[src/rtl/bru_pkg.sv]
// Shared types and constants for the branch resolve unit.
package bru_pkg;

    localparam int BRU_DEPTH  = 4;
    localparam int BRU_GHR_W  = 12;
    localparam int BRU_ADDR_W = 32;

    // Sequential PC after a branch skips the branch and its delay slot.
    localparam int unsigned DELAY_SLOT_OFFSET = 8;

    // Default-width layout of one in-flight prediction; the top builds the
    // same field order at its own parameter widths.
    typedef struct packed {
        logic [BRU_ADDR_W-1:0] addr;
        logic                  taken;
        logic [BRU_ADDR_W-1:0] target;
        logic [BRU_GHR_W-1:0]  ghr;
    } bru_entry_t;

    function automatic int bru_ptr_w(input int depth);
        return $clog2(depth) + 1;
    endfunction

endpackage

[src/rtl/bru_fifo.sv]
// Circular FIFO with extra-MSB pointers, synchronous clear and
// combinational head read. The caller only pushes when a slot is free.
module bru_fifo
    import bru_pkg::*;
#(
    parameter int DEPTH = 4,
    parameter int WIDTH = 8
) (
    input  logic             clk,
    input  logic             rst,
    input  logic             push,
    input  logic             pop,
    input  logic             clear,
    input  logic [WIDTH-1:0] wdata,
    output logic [WIDTH-1:0] rdata,
    output logic             full,
    output logic             empty
);

    localparam int PTR_W = bru_ptr_w(DEPTH);
    localparam int IDX_W = PTR_W - 1;

    logic [PTR_W-1:0] wr_ptr_q, wr_ptr_d;
    logic [PTR_W-1:0] rd_ptr_q, rd_ptr_d;
    logic [WIDTH-1:0] mem_q [DEPTH];
    logic [WIDTH-1:0] mem_d [DEPTH];

    assign empty = (wr_ptr_q == rd_ptr_q);
    assign full  = (wr_ptr_q[PTR_W-1] != rd_ptr_q[PTR_W-1]) &&
                   (wr_ptr_q[IDX_W-1:0] == rd_ptr_q[IDX_W-1:0]);
    assign rdata = mem_q[rd_ptr_q[IDX_W-1:0]];

    always_comb begin
        wr_ptr_d = wr_ptr_q;
        rd_ptr_d = rd_ptr_q;
        mem_d    = mem_q;
        if (clear) begin
            wr_ptr_d = '0;
            rd_ptr_d = '0;
        end else begin
            // When full, a simultaneous pop frees the slot being written.
            if (push) begin
                mem_d[wr_ptr_q[IDX_W-1:0]] = wdata;
                wr_ptr_d = wr_ptr_q + PTR_W'(1);
            end
            if (pop && !empty) begin
                rd_ptr_d = rd_ptr_q + PTR_W'(1);
            end
        end
    end

    always_ff @(posedge clk or posedge rst) begin
        if (rst) begin
            wr_ptr_q <= '0;
            rd_ptr_q <= '0;
            mem_q    <= '{default: '0};
        end else begin
            wr_ptr_q <= wr_ptr_d;
            rd_ptr_q <= rd_ptr_d;
            mem_q    <= mem_d;
        end
    end

endmodule

[src/rtl/branch_resolve_unit.sv]
// Matches fetch-time predictions against EX outcomes in order; drives predictor
// training, mispredict flush/redirect and GHR restore. BRU_STATS_EN adds counters.
module branch_resolve_unit
    import bru_pkg::*;
#(
    parameter int DEPTH  = BRU_DEPTH,
    parameter int GHR_W  = BRU_GHR_W,
    parameter int ADDR_W = BRU_ADDR_W
) (
    input  logic              CLK,
    input  logic              RESET,
    input  logic              FLUSH,
    input  logic              Pred_valid,
    output logic              Pred_ready,
    input  logic [ADDR_W-1:0] Pred_addr,
    input  logic              Pred_taken,
    input  logic [ADDR_W-1:0] Pred_target,
    input  logic [GHR_W-1:0]  Pred_ghr,
    input  logic              Res_valid,
    input  logic              Res_taken,
    input  logic [ADDR_W-1:0] Res_target,
    output logic              Upd_valid,
    output logic [ADDR_W-1:0] Upd_addr,
    output logic              Upd_taken,
    output logic [GHR_W-1:0]  Upd_ghr,
    output logic              Mispredict,
    output logic [ADDR_W-1:0] Redirect_addr,
    output logic [GHR_W-1:0]  Ghr_restore,
    output logic              Res_error
`ifdef BRU_STATS_EN
    ,
    output logic [31:0]       Branch_count,
    output logic [31:0]       Mispredict_count
`endif
);

    typedef struct packed {
        logic [ADDR_W-1:0] addr;
        logic              taken;
        logic [ADDR_W-1:0] target;
        logic [GHR_W-1:0]  ghr;
    } entry_t;

    entry_t push_entry;
    entry_t head;
    logic   fifo_full, fifo_empty;
    logic   do_push, do_pop, miss, clear;

    // Handshake: a prediction transfers on a cycle where Pred_valid and
    // Pred_ready are both high; Pred_ready never depends on Pred_valid.
    always_comb begin
        push_entry.addr   = Pred_addr;
        push_entry.taken  = Pred_taken;
        push_entry.target = Pred_target;
        push_entry.ghr    = Pred_ghr;

        do_pop     = Res_valid && !fifo_empty && !FLUSH;
        miss       = do_pop && ((Res_taken != head.taken) ||
                                (Res_taken && head.taken && (Res_target != head.target)));
        Pred_ready = !fifo_full || (Res_valid && !FLUSH);
        // Anything pushed alongside a mispredict is wrong-path.
        do_push    = Pred_valid && Pred_ready && !FLUSH && !miss;
        clear      = FLUSH || miss;
    end

    bru_fifo #(
        .DEPTH (DEPTH),
        .WIDTH ($bits(entry_t))
    ) u_fifo (
        .clk   (CLK),
        .rst   (RESET),
        .push  (do_push),
        .pop   (do_pop),
        .clear (clear),
        .wdata (push_entry),
        .rdata (head),
        .full  (fifo_full),
        .empty (fifo_empty)
    );

    logic              upd_valid_q, upd_valid_d;
    logic [ADDR_W-1:0] upd_addr_q, upd_addr_d;
    logic              upd_taken_q, upd_taken_d;
    logic [GHR_W-1:0]  upd_ghr_q, upd_ghr_d;
    logic              mispredict_q, mispredict_d;
    logic [ADDR_W-1:0] redirect_q, redirect_d;
    logic [GHR_W-1:0]  ghr_restore_q, ghr_restore_d;
    logic              res_error_q, res_error_d;

    always_comb begin
        upd_valid_d   = do_pop;
        mispredict_d  = miss;
        res_error_d   = Res_valid && fifo_empty && !FLUSH;
        upd_addr_d    = upd_addr_q;
        upd_taken_d   = upd_taken_q;
        upd_ghr_d     = upd_ghr_q;
        ghr_restore_d = ghr_restore_q;
        redirect_d    = redirect_q;
        if (do_pop) begin
            upd_addr_d    = head.addr;
            upd_taken_d   = Res_taken;
            upd_ghr_d     = head.ghr;
            ghr_restore_d = {head.ghr[GHR_W-2:0], Res_taken};
        end
        if (miss) begin
            redirect_d = Res_taken ? Res_target
                                   : head.addr + ADDR_W'(DELAY_SLOT_OFFSET);
        end
    end

    always_ff @(posedge CLK or posedge RESET) begin
        if (RESET) begin
            upd_valid_q   <= 1'b0;
            upd_addr_q    <= '0;
            upd_taken_q   <= 1'b0;
            upd_ghr_q     <= '0;
            mispredict_q  <= 1'b0;
            redirect_q    <= '0;
            ghr_restore_q <= '0;
            res_error_q   <= 1'b0;
        end else begin
            upd_valid_q   <= upd_valid_d;
            upd_addr_q    <= upd_addr_d;
            upd_taken_q   <= upd_taken_d;
            upd_ghr_q     <= upd_ghr_d;
            mispredict_q  <= mispredict_d;
            redirect_q    <= redirect_d;
            ghr_restore_q <= ghr_restore_d;
            res_error_q   <= res_error_d;
        end
    end

    assign Upd_valid     = upd_valid_q;
    assign Upd_addr      = upd_addr_q;
    assign Upd_taken     = upd_taken_q;
    assign Upd_ghr       = upd_ghr_q;
    assign Mispredict    = mispredict_q;
    assign Redirect_addr = redirect_q;
    assign Ghr_restore   = ghr_restore_q;
    assign Res_error     = res_error_q;

`ifdef BRU_STATS_EN
    logic [31:0] branch_count_q, branch_count_d;
    logic [31:0] mispredict_count_q, mispredict_count_d;

    // Saturating counters; only RESET clears them.
    always_comb begin
        branch_count_d     = branch_count_q;
        mispredict_count_d = mispredict_count_q;
        if (do_pop && (branch_count_q != '1)) begin
            branch_count_d = branch_count_q + 32'd1;
        end
        if (miss && (mispredict_count_q != '1)) begin
            mispredict_count_d = mispredict_count_q + 32'd1;
        end
    end

    always_ff @(posedge CLK or posedge RESET) begin
        if (RESET) begin
            branch_count_q     <= '0;
            mispredict_count_q <= '0;
        end else begin
            branch_count_q     <= branch_count_d;
            mispredict_count_q <= mispredict_count_d;
        end
    end

    assign Branch_count     = branch_count_q;
    assign Mispredict_count = mispredict_count_q;
`endif

endmodule

[config.mk]
export PLATFORM = sky130hd
export DESIGN_NAME = branch_resolve_unit
export DESIGN_NICKNAME = d
export VERILOG_FILES = /design/src/rtl/bru_pkg.sv /design/src/rtl/bru_fifo.sv /design/src/rtl/branch_resolve_unit.sv
export SDC_FILE = /design/constraint.sdc
export NUM_CORES = 1
export LEC_CHECK = 0
export CAP_MARGIN = 20
export CELL_PAD_IN_SITES_DETAIL_PLACEMENT = 0
export CELL_PAD_IN_SITES_GLOBAL_PLACEMENT = 1
export CORE_MARGIN = 5
export CORE_UTILIZATION = 43
export CTS_CLUSTER_DIAMETER = 50
export CTS_CLUSTER_SIZE = 24
export DETAILED_ROUTE_END_ITERATION = 6
export PLACE_DENSITY_LB_ADDON = 0.1
export SYNTH_ARGS = -nofsm -noshare
export SYNTH_HDL_FRONTEND = slang
export SYNTH_SLANG_ARGS = --single-unit
[constraint.sdc]
create_clock -name CLK -period 16.36 [get_ports CLK]
set_input_delay 4.908 -clock CLK [delete_from_list [all_inputs] [get_ports CLK]]
set_output_delay 4.908 -clock CLK [all_outputs]
set_load 0.05 [all_outputs]
# Yosys cells after proc, flatten, opt, wreduce, memory -nomap -nowiden

Cells that the tools add are included.

Multiplexer cells: 11
Magnitude comparators: 3
Bitwise operators: 3
Reductions and logical operators: 24
Add/sub/neg operators: 3
Equality and inequality tests: 5

Operators with widths:

| cell                                                       | number |
|---|---|
| bitwise mux 308 bit                                        | 1 |
| 2-to-1 mux 77 bit                                          | 3 |
| binary-select mux 77 bit (select 2 bit)                    | 1 |
| demux 77 bit (select 2 bit)                                | 1 |
| adder 32 x 4 -> 32 bit, second input constant              | 1 |
| 2-to-1 mux 32 bit                                          | 1 |
| inequality test 32 bit                                     | 1 |
| logical AND 1 bit                                          | 14 |
| 2-to-1 mux 3 bit                                           | 4 |
| adder 3 x 1 -> 3 bit, second input constant                | 2 |
| greater-or-equal comparator 3 bit, second input constant   | 2 |
| NOT 2 -> 3 bit                                             | 2 |
| logical NOT 1 bit                                          | 4 |
| nonzero test 2 bit                                         | 2 |
| == test 3 bit                                              | 1 |
| logical OR 1 bit                                           | 3 |
| less-than comparator 3 x 1 -> 1 bit, second input constant | 1 |
| == test 2 bit                                              | 1 |
| inequality test 1 bit                                      | 2 |
| AND reduction 2 bit                                        | 1 |
| NOT 1 bit                                                  | 1 |

Word-level logic and storage cells: 63
Output and inout bits: 93
Bits of input ports: 115
Flip-flop bits (word level): 406

# Longest topological paths before layout

Gate-level depths: netlist of the first run.

Word-level depth: 12
Depth in mapped cells: 14

# Hierarchy

Synthesis of the first run repeated with hierarchy kept, for this count alone.

Cell total of the unflattened synthesis: 1165
Area total of the unflattened synthesis: 18497.7 um^2

Modules (own cells, without submodules):

| module              | sequential area each (um^2) | instances | cells each | area an instance (um^2) |
|---|---|---|---|---|
| bru_fifo            | 7857.5                      | 1         | 795        | 14212.4 |
| branch_resolve_unit | 2001.9                      | 1         | 370        | 4285.4 |

# Worst setup path before layout of the first run

OpenSTA, ideal clock, no wires.

Path type: input to output
Start point: input Res_valid
End point: output Pred_ready
Data required time: 11.452 ns
Data arrival time: 5.540 ns
Cell stages on the path: 3
Setup slack: 5.912 ns
Path through: nor2b_1 -> nor2_1 -> nand3_1

Word-level cells in the longest chain between the ends: 2

RTL lines:

| element            | line                      | RTL |
|---|---|---|
| start: declaration | branch_resolve_unit.sv:19 | `input logic Res_valid,` |
| logical AND 1 bit  | branch_resolve_unit.sv:60 | `Pred_ready = !fifo_full \|\| (Res_valid && !FLUSH);` |
| logical OR 1 bit   | branch_resolve_unit.sv:60 |  |
| end: declaration   | branch_resolve_unit.sv:14 | `output logic Pred_ready,` |

No other way between the ends.

# Final worst setup path of the first run

Start point: input FLUSH
End point: output Pred_ready

Word-level cells in the longest chain between the ends: 3

RTL lines:

| element            | line                      | RTL |
|---|---|---|
| start: declaration | branch_resolve_unit.sv:12 | `input logic FLUSH,` |
| logical NOT 1 bit  | branch_resolve_unit.sv:60 |  |
| logical AND 1 bit  | branch_resolve_unit.sv:60 |  |
| logical OR 1 bit   | branch_resolve_unit.sv:60 |  |

No other way between the ends.

==> impl_metrics.env, run 1 <==
export IMPL_status="finished, final reports clean"
export IMPL_yosysMostFrequentCell="dfrtp_1"
export IMPL_synth_top_area_frac=0.545
export IMPL_drt_iter0_drc=369
export IMPL_multiInputGateArea_mm2=0.00760
export IMPL_cts_hold_buf=0
export IMPL_yosys_top_cells_area="dfrtp_1 55%, mux2_2 17%, mux4_2 9.6%"
export IMPL_finalHoldViolations=0
export IMPL_final_nets=1493
export IMPL_syn_nets=1299
export IMPL_seq_area_frac_synth=0.545
export IMPL_post_place_cells=1861
export IMPL_vias=10477
export IMPL_cts_inserted_buffers=46
export IMPL_hold_path_class="flop to flop"
export IMPL_layout_worst_path_cycle_share=0.703
export IMPL_setup_viol=0
export IMPL_root_buffer="clkbuf_16"
export IMPL_antenna_left=0
export IMPL_ys_seq_elements=394
export IMPL_worst_slew_pin_transition_ps=1030
export IMPL_synth_edf_count=0
export IMPL_antenna_found_initial=7
export IMPL_firstDrtPassIters=4
export IMPL_cp_start_kind="input pin"
export IMPL_fin_util=0.529
export IMPL_synth_common_cells="394 x dfrtp_1, 269 x mux2_2, 120 x mux2_1, 77 x mux4_2, 54 x xnor2_1"
export IMPL_rows=75
export IMPL_cts_tree="built"
export IMPL_slew_headroom=0.315
export IMPL_synth_cell_types=37
export IMPL_ios=208
export IMPL_p_switching_mw=1.28
export IMPL_yosysWarningCount=0
export IMPL_timing_worst_setup_path_type="input pin to primary output"
export IMPL_clock_sinks=394
export IMPL_stdcell_count=1948
export IMPL_grt_pass1_vias=11529
export IMPL_final_cell_area_mm2=0.0221
export IMPL_fmax_ghz=0.0870
export IMPL_clk_latency_ps=570
export IMPL_switching_share=0.341
export IMPL_syn_inst=1177
export IMPL_place_area_mm2=0.0204
export IMPL_drive_above_1_share=0.327
export IMPL_syn_area_mm2=0.0181
export IMPL_ir_worst_vdd_v=0.000136
export IMPL_fp_dieW_um=215
export IMPL_io_buffers=207
export IMPL_routedWlPerCell_um=23.5
export IMPL_seq_area_mm2=0.00987
export IMPL_seq_power_share=0.383
export IMPL_synthFlopType="dfrtp_1"
export IMPL_arrival_ps=6590
export IMPL_post_route_min_period_ps=11500
export IMPL_cts_resized=0
export IMPL_fin_skew_ps=20.0
export IMPL_grt_max_degree=111
export IMPL_routabilityCongestion=0.759
export IMPL_p_int_mw=2.47
export IMPL_power_density_mw_per_mm2=170
export IMPL_setup_worst_path_end_class="primary output"
export IMPL_maxCapViolations=0
export IMPL_synth_area_per_cell_um2=15.4
export IMPL_rsz0062_at_grt="false"
export IMPL_fp_dieH_um=215
export IMPL_viasPerCell=5.38
export IMPL_postCtsSetupRepairBufs=0
export IMPL_fillerInstances=3509
export IMPL_dp_hpwl_um=29700
export IMPL_cp_max_fo=5
export IMPL_clockBufferDepth=3
export IMPL_p_clk_frac=0.295
export IMPL_worstPathRequired_ps=11450
export IMPL_grtUsageTotal=0.200
export IMPL_start_util=0.433
export IMPL_combPwrFrac=0.322
export IMPL_clkTransAtPathRegs_ps=50
export IMPL_syn_to_final_growth_pct=22.2
export IMPL_cts_max_level=2
export IMPL_tns_ps=0
export IMPL_core_area_mm2=0.0418
export IMPL_drc_errors=0
export IMPL_drt_wl_total_um=45800
export IMPL_dieArea_mm2=0.0462
export IMPL_grt_overflow=0
export IMPL_grt_pass1_wl_um=71500
export IMPL_power_leakage_nw=9.35
export IMPL_postSynth_asyncResetShare=1.00
export IMPL_maxSlewViolCount=0
export IMPL_yosys_area_top_type="dfrtp_1"
export IMPL_timing_hold_ws_ps=480
==> worst max-delay path: stages <==
cell and delay (ps):
clkdlybuf4s50_1 490, nor2b_1 210, nor2_1 70, nand3_1 100
clkdlybuf4s50_1 810
==> sequential cells by signal, indices dropped and copies added, names as in the netlist <==
register	flops
Res_error	1
u_fifo.rd_ptr_q	3
Redirect_addr	32
Mispredict	1
Upd_ghr	12
Upd_addr	32
u_fifo.wr_ptr_q	3
Upd_valid	1
u_fifo.mem_q	308
Ghr_restore	1
==> area by class of cell <==
cell class,instances,area share
sequential,394,0.447
tap,539,0.0305
timing repair buffer,227,0.101
multi-input combinational,691,0.344
inverter,11,0.00221
clock buffer,56,0.0581
clock inverter,29,0.0168
antenna,1,0.000113
==> logic make-up (layout without fill, tap and decap cells) <==
family                   after synthesis  in the layout  synth area share
multiplexers                         467            467             0.339
flip-flops                           394            394             0.545
AND/OR/NAND/NOR                      118            118            0.0351
buffers and inverters                 92            323            0.0341
XOR/XNOR                              63             63            0.0305
AO/OA/AOI/OAI                         36             36            0.0111
adder cells (fa/ha/maj)                7              7           0.00485
other                                  0              1                 0
==> per-stage QoR <==
stage / power (mW) / setup WS (ps)
floorplan: 2.27 / 498
global placement: 2.65 / 4880
detailed placement: 2.67 / 4870
CTS: 3.79 / 4860
global route: 3.93 / 4770
finish: 3.75 / 4860
==> per-layer routing <==
metal  part of all wire  track usage  vias up
met5             0.0013            0        -
met4              0.019       0.0486       12
met2               0.46        0.315      202
met1               0.46        0.286     5515
li1                   -            -     4680
met3              0.053       0.0452       68
==> power by group through the flow <==
| stage | logic [mW] | registers [mW] | clock network (mW) |
|---|---|---|---|
| floorplan | 0.533 | 1.73 | 0 |
| global placement | 1.21 | 1.44 | 0 |
| detailed placement | 1.22 | 1.45 | 0 |
| CTS | 1.22 | 1.44 | 1.13 |
| global route | 1.28 | 1.47 | 1.18 |
| finish | 1.21 | 1.43 | 1.11 |
==> cell usage in the layout (no fill, tap or decap), drive strengths merged <==
cell	synthesis	layout
diode	0	1
xnor2	54	54
nor3b	1	1
o32a	1	1
or4	2	2
a21boi	1	1
nand3b	1	1
a21oi	4	4
mux4	77	77
nor2	13	13
o31ai	1	1
nand3	12	12
mux2i	1	1
o21ai	29	29
dfrtp	394	394
nor3	11	11
nand4	11	11
or3	1	1
buf	70	21
ha	7	7
nor2b	1	1
and4	5	5
clkdlybuf4s50	0	206
xor2	9	9
and2	3	3
mux2	389	389
clkinvlp	0	5
nor4	6	6
and3	3	3
nand2	48	48
clkinv	0	9
clkbuf	11	56
inv	11	20
bufinv	0	6
==> path summary, 6_finish.rpt <==
| kind | endpoint | from | slack (ps) | depth (start not counted) |
|---|---|---|---|---|
| setup / recovery | Pred_ready | FLUSH | 4860 | 5 |
| hold / removal | u_fifo.mem_q[88] | u_fifo.mem_q[88] | 480 | 1 |
| setup reg to reg | u_fifo.mem_q[112] | u_fifo.rd_ptr_q[0] | 10720 | 10 |
| hold reg to reg | u_fifo.mem_q[88] | u_fifo.mem_q[88] | 480 | 1 |
| max in group asynchronous | u_fifo.mem_q[1] | RESET | 9140 | 4 |
| min in group asynchronous | u_fifo.mem_q[260] | RESET | 4870 | 2 |
No activity file was read; power rests on OpenSTA's default activity.
==> run 2: changes to the inputs <==
==> constraint.sdc (replaced) <==
create_clock -name CLK -period 10.1 [get_ports CLK]
set_input_delay 3.03 -clock CLK [delete_from_list [all_inputs] [get_ports CLK]]
set_output_delay 3.03 -clock CLK [all_outputs]
set_load 0.05 [all_outputs]
==> impl_metrics.env, run 2 (same netlist as run 1, synthesis figures left out) <==
export IMPL_status="finished, final reports clean"
export IMPL_power_total_mw=5.98
export IMPL_cp_common_cell="clkdlybuf4s50_1"
export IMPL_maxCapViolations=0
export IMPL_start_util=0.433
export IMPL_final_nets=1491
export IMPL_drive_above_1_share=0.322
export IMPL_grtUsageMet3=0.0412
export IMPL_clkTransAtPathRegs_ps=60
export IMPL_largest_reg_flops=308
export IMPL_power_leakage_nw=9.28
export IMPL_arrival_ps=4860
export IMPL_drt_iter0_drc=485
export IMPL_multiInputGateArea_mm2=0.00760
export IMPL_cp_start_kind="input pin"
export IMPL_clock_sinks=394
export IMPL_cts_tree="built"
export IMPL_root_buffer="clkbuf_16"
export IMPL_grt_met1_usage=0.284
export IMPL_drt_wl_total_um=45700
export IMPL_critPathBufInv=2
export IMPL_cts_hold_buf=0
export IMPL_fp_dieH_um=215
export IMPL_seq_area_mm2=0.00987
export IMPL_layout_worst_path_cycle_share=0.781
export IMPL_final_common_cell="dfrtp_1"
export IMPL_slew_headroom=0.367
export IMPL_setup_slack_ps=2210
export IMPL_setup_viol=0
export IMPL_drc_errors=0
export IMPL_maxSlewViolCount=0
export IMPL_grtUsageTotal=0.199
export IMPL_clockBufferDepth=3
export IMPL_finalHoldViolations=0
export IMPL_io_buffers=207
export IMPL_routabilityCongestion=0.725
export IMPL_post_place_cells=1859
export IMPL_grt_max_degree=170
export IMPL_postCtsSetupRepairBufs=0
export IMPL_antenna_left=0
export IMPL_fp_dieW_um=215
export IMPL_power_density_mw_per_mm2=271
export IMPL_dieArea_mm2=0.0462
export IMPL_post_place_ws_ps=2190
export IMPL_rows=75
export IMPL_ir_worst_vdd_v=0.000186
export IMPL_dp_hpwl_um=29600
export IMPL_tns_ps=0
export IMPL_cp_top_family="buffers and inverters"
export IMPL_grt_busiest_layer="met2"
export IMPL_final_cell_mix="392 x dfrtp_1, 269 x mux2_2, 206 x clkdlybuf4s50_1"
export IMPL_fillerInstances=3518
export IMPL_grt_pass1_vias=11667
export IMPL_cts_inserted_buffers=46
export IMPL_timing_worst_setup_path_type="input pin to primary output"
export IMPL_fmax_ghz=0.127
export IMPL_post_route_min_period_ps=7890
export IMPL_antenna_found_initial=1
export IMPL_path_cells="clkdlybuf4s50_1, nor2b_1, nor2_1, nand3_1, clkdlybuf4s50_1"
export IMPL_fin_skew_ps=26.9
export IMPL_crit_slowest_cell="clkdlybuf4s50_1"
export IMPL_cts_resized=0
export IMPL_met2_usage=0.318
export IMPL_vias=10492
export IMPL_clk_latency_ps=580
export IMPL_stdcell_count=1942
export IMPL_syn_to_final_growth_pct=21.8
export IMPL_core_area_mm2=0.0418
export IMPL_regMostFlops="u_fifo.mem_q"
export IMPL_grt_pass1_wl_um=71600
export IMPL_crit_path_max_incr_delay_ps=870
export IMPL_cp_max_fo=3
export IMPL_hold_path_class="flop to flop"
export IMPL_fin_util=0.527
export IMPL_firstDrtPassIters=4
export IMPL_rsz0062_at_grt="false"
export IMPL_worstPathRequired_ps=7070
export IMPL_ios=208
export IMPL_worst_slew_pin_transition_ps=949
export IMPL_grt_overflow=0
export IMPL_cts_max_level=2
export IMPL_setup_worst_path_end_class="primary output"
export IMPL_routedWlPerCell_um=23.5
export IMPL_viasPerCell=5.40
run 2: path summary, 6_finish.rpt:
kind	from	end	slack [ps]	cells after the start
max	Res_valid	Pred_ready	2210	5
min	u_fifo.mem_q[83]	u_fifo.mem_q[83]	480	1
max reg2reg	u_fifo.rd_ptr_q[0]	u_fifo.mem_q[39]	4610	10
min reg2reg	u_fifo.mem_q[83]	u_fifo.mem_q[83]	480	1
max in group asynchronous	RESET	Upd_addr[28]	5710	4
min in group asynchronous	RESET	u_fifo.mem_q[260]	2970	3
run 2: layer usage:
layer / routed length [µm] / part of all wire
met5: 0 / 0
met4: 793 / 0.017
met3: 2220 / 0.049
met2: 21600 / 0.47
met1: 21000 / 0.46
run 2: worst reg2reg max path, stage by stage, from the launching register on:
cell and delay [ps]:
dfrtp_4 840, buf_4 860, mux4_2 640, xnor2_1 220, nand4_1 180, nor4_2 660, a21oi_4 270, nor3_4 560
buf_16 220, buf_4 500, mux2_2 420
run 2: stage by stage:
step | cell area [µm²] | hold slack [ps]
after CTS | 22000 | 484
after floorplan | 18100 | 452
after global placement | 20400 | 461
final | 22000 | 480
after detailed placement | 20400 | 471
after global routing | 22000 | 488
run 2: final cells by class:
| class | count | area share |
|---|---|---|
| repair buffers | 225 | 0.103 |
| well taps | 539 | 0.0306 |
| clock buffers | 57 | 0.0569 |
| multi-input cells | 691 | 0.345 |
| diodes | 1 | 0.000114 |
| clock inverters | 24 | 0.0140 |
| flip-flops and latches | 394 | 0.448 |
| inverters | 11 | 0.00205 |
run 2: power breakdown:
| group | leakage, nW | switching [mW] | internal [mW] |
|---|---|---|---|
| sequential | 4.99 | 0.255 | 2.06 |
| combinational | 3.55 | 1.10 | 0.862 |
| clock | 0.742 | 0.699 | 0.999 |
==> run 3: changes to the inputs <==
--- a/config.mk
+++ b/config.mk
@@ -9,7 +9,7 @@
 export CELL_PAD_IN_SITES_DETAIL_PLACEMENT = 0
 export CELL_PAD_IN_SITES_GLOBAL_PLACEMENT = 1
 export CORE_MARGIN = 5
-export CORE_UTILIZATION = 43
+export CORE_UTILIZATION = 45
 export CTS_CLUSTER_DIAMETER = 50
 export CTS_CLUSTER_SIZE = 24
 export DETAILED_ROUTE_END_ITERATION = 6
==> constraint.sdc (replaced) <==
create_clock -name CLK -period 8 [get_ports CLK]
set_input_delay 2.4 -clock CLK [delete_from_list [all_inputs] [get_ports CLK]]
set_output_delay 2.4 -clock CLK [all_outputs]
set_load 0.05 [all_outputs]
==> impl_metrics.env, run 3 (same netlist as run 1, synthesis figures left out) <==
export IMPL_grt_pass1_wl_um=70800
export IMPL_hold_path_depth=1
export IMPL_ir_worst_vdd_v=0.000313
export IMPL_multiInputGateArea_mm2=0.00760
export IMPL_fin_util=0.552
export IMPL_fp_dieH_um=210
export IMPL_start_util=0.455
export IMPL_timing_worst_setup_path_type="input pin to primary output"
export IMPL_cp_start_kind="input pin"
export IMPL_final_cell_mix="392 x dfrtp_1, 269 x mux2_2, 206 x clkdlybuf4s50_1"
export IMPL_post_place_cells=1846
export IMPL_finalHoldViolations=0
export IMPL_arrival_ps=4080
export IMPL_ios=208
export IMPL_r2r_cells=9
export IMPL_rsz0062_at_grt="false"
export IMPL_regToRegSetupSlack_ps=2910
export IMPL_tns_ps=0
export IMPL_fp_dieW_um=210
export IMPL_postCtsSetupRepairBufs=0
export IMPL_min_to="u_fifo.mem_q[201]"
export IMPL_fin_skew_ps=30.4
export IMPL_slew_headroom=0.349
export IMPL_worst_slew_pin_transition_ps=974
export IMPL_drc_errors=0
export IMPL_cts_resized=0
export IMPL_cts_max_level=2
export IMPL_clockBufferDepth=3
export IMPL_largest_reg_flops=308
export IMPL_firstDrtPassIters=4
export IMPL_power_leakage_nw=9.25
export IMPL_grt_pass1_vias=11522
export IMPL_power_density_mw_per_mm2=341
export IMPL_drt_iter0_drc=500
export IMPL_status="finished, final reports clean"
export IMPL_grtUsageTotal=0.207
export IMPL_io_buffers=207
export IMPL_setup_worst_path_end_class="primary output"
export IMPL_routabilityCongestion=0.781
export IMPL_stdcell_count=1925
export IMPL_cts_hold_buf=0
export IMPL_hold_path_class="flop to flop"
export IMPL_routedWlPerCell_um=23.6
export IMPL_regMostFlops="u_fifo.mem_q"
export IMPL_dp_hpwl_um=29800
export IMPL_fillerInstances=3273
export IMPL_setup_viol=0
export IMPL_root_buffer="clkbuf_16"
export IMPL_cts_inserted_buffers=42
export IMPL_cp_max_fo=5
export IMPL_maxCapViolations=0
export IMPL_vias=10551
export IMPL_viasPerCell=5.48
export IMPL_clock_sinks=394
export IMPL_clkTransAtPathRegs_ps=70
export IMPL_cts_tree="built"
export IMPL_post_route_min_period_ps=6480
export IMPL_grt_max_degree=146
export IMPL_syn_to_final_growth_pct=21.3
export IMPL_grt_overflow=0
export IMPL_core_area_mm2=0.0397
export IMPL_drive_above_1_share=0.323
export IMPL_final_common_cell="dfrtp_1"
export IMPL_clk_latency_ps=570
export IMPL_rows=73
export IMPL_worstHoldStart="u_fifo.mem_q[201]"
export IMPL_reg2reg_from="u_fifo.rd_ptr_q[0]"
export IMPL_reg2reg_to="u_fifo.mem_q[272]"
export IMPL_antenna_left=0
export IMPL_worstPathRequired_ps=5600
export IMPL_dieArea_mm2=0.0443
export IMPL_final_nets=1487
export IMPL_fmax_ghz=0.154
export IMPL_antenna_found_initial=4
export IMPL_drt_wl_total_um=45400
export IMPL_maxSlewViolCount=0
export IMPL_layout_worst_path_cycle_share=0.809
export IMPL_seq_area_mm2=0.00987
## run 3: worst max-delay path by stage
stage,start,to,slack (ps),depth (start not counted)
floorplan,RESET,Ghr_restore[0],300,1
global placement,FLUSH,Pred_ready,1530,5
detailed placement,FLUSH,Pred_ready,1540,5
CTS,FLUSH,Pred_ready,1530,5
global route,FLUSH,Pred_ready,1440,5
finish,FLUSH,Pred_ready,1520,5
## run 3: report_power, final
group	leakage, nW	switching [mW]	internal [mW]	total, mW
clock	0.708	0.899	1.17	2.07
sequential	4.99	0.331	2.60	2.93
combinational	3.55	1.39	1.09	2.47
## run 3: layer usage
metal,vias up,GRT usage,part of all wire
met5,-,0,0.00015
met4,2,0.0492,0.017
met3,48,0.0421,0.047
met2,209,0.322,0.47
met1,5615,0.303,0.47
li1,4677,-,-
## run 3: cell type report
class | instances | area share
well taps | 525 | 0.0300
flip-flops and latches | 394 | 0.450
inverters | 11 | 0.00205
repair buffers | 225 | 0.103
clock buffers | 47 | 0.0507
diodes | 2 | 0.000228
multi-input cells | 691 | 0.347
clock inverters | 30 | 0.0167
## run 3: worst max-delay path, cell delays in order
cell,delay (ps)
clkdlybuf4s50_1,480
nor2b_1,220
nor2_1,70
nand3_1,100
clkdlybuf4s50_1,810
## run 3: through the flow
| step | worst slack [ps] | power, mW | cell area (µm²) | hold slack [ps] |
|---|---|---|---|---|
| final | 1520 | 7.48 | 21900 | 480 |
| after global routing | 1440 | 7.82 | 21900 | 493 |
| after CTS | 1530 | 7.57 | 21900 | 484 |
| after detailed placement | 1540 | 5.46 | 20400 | 469 |
| after global placement | 1530 | 5.41 | 20400 | 461 |
| after floorplan | 298 | 4.63 | 18100 | 452 |
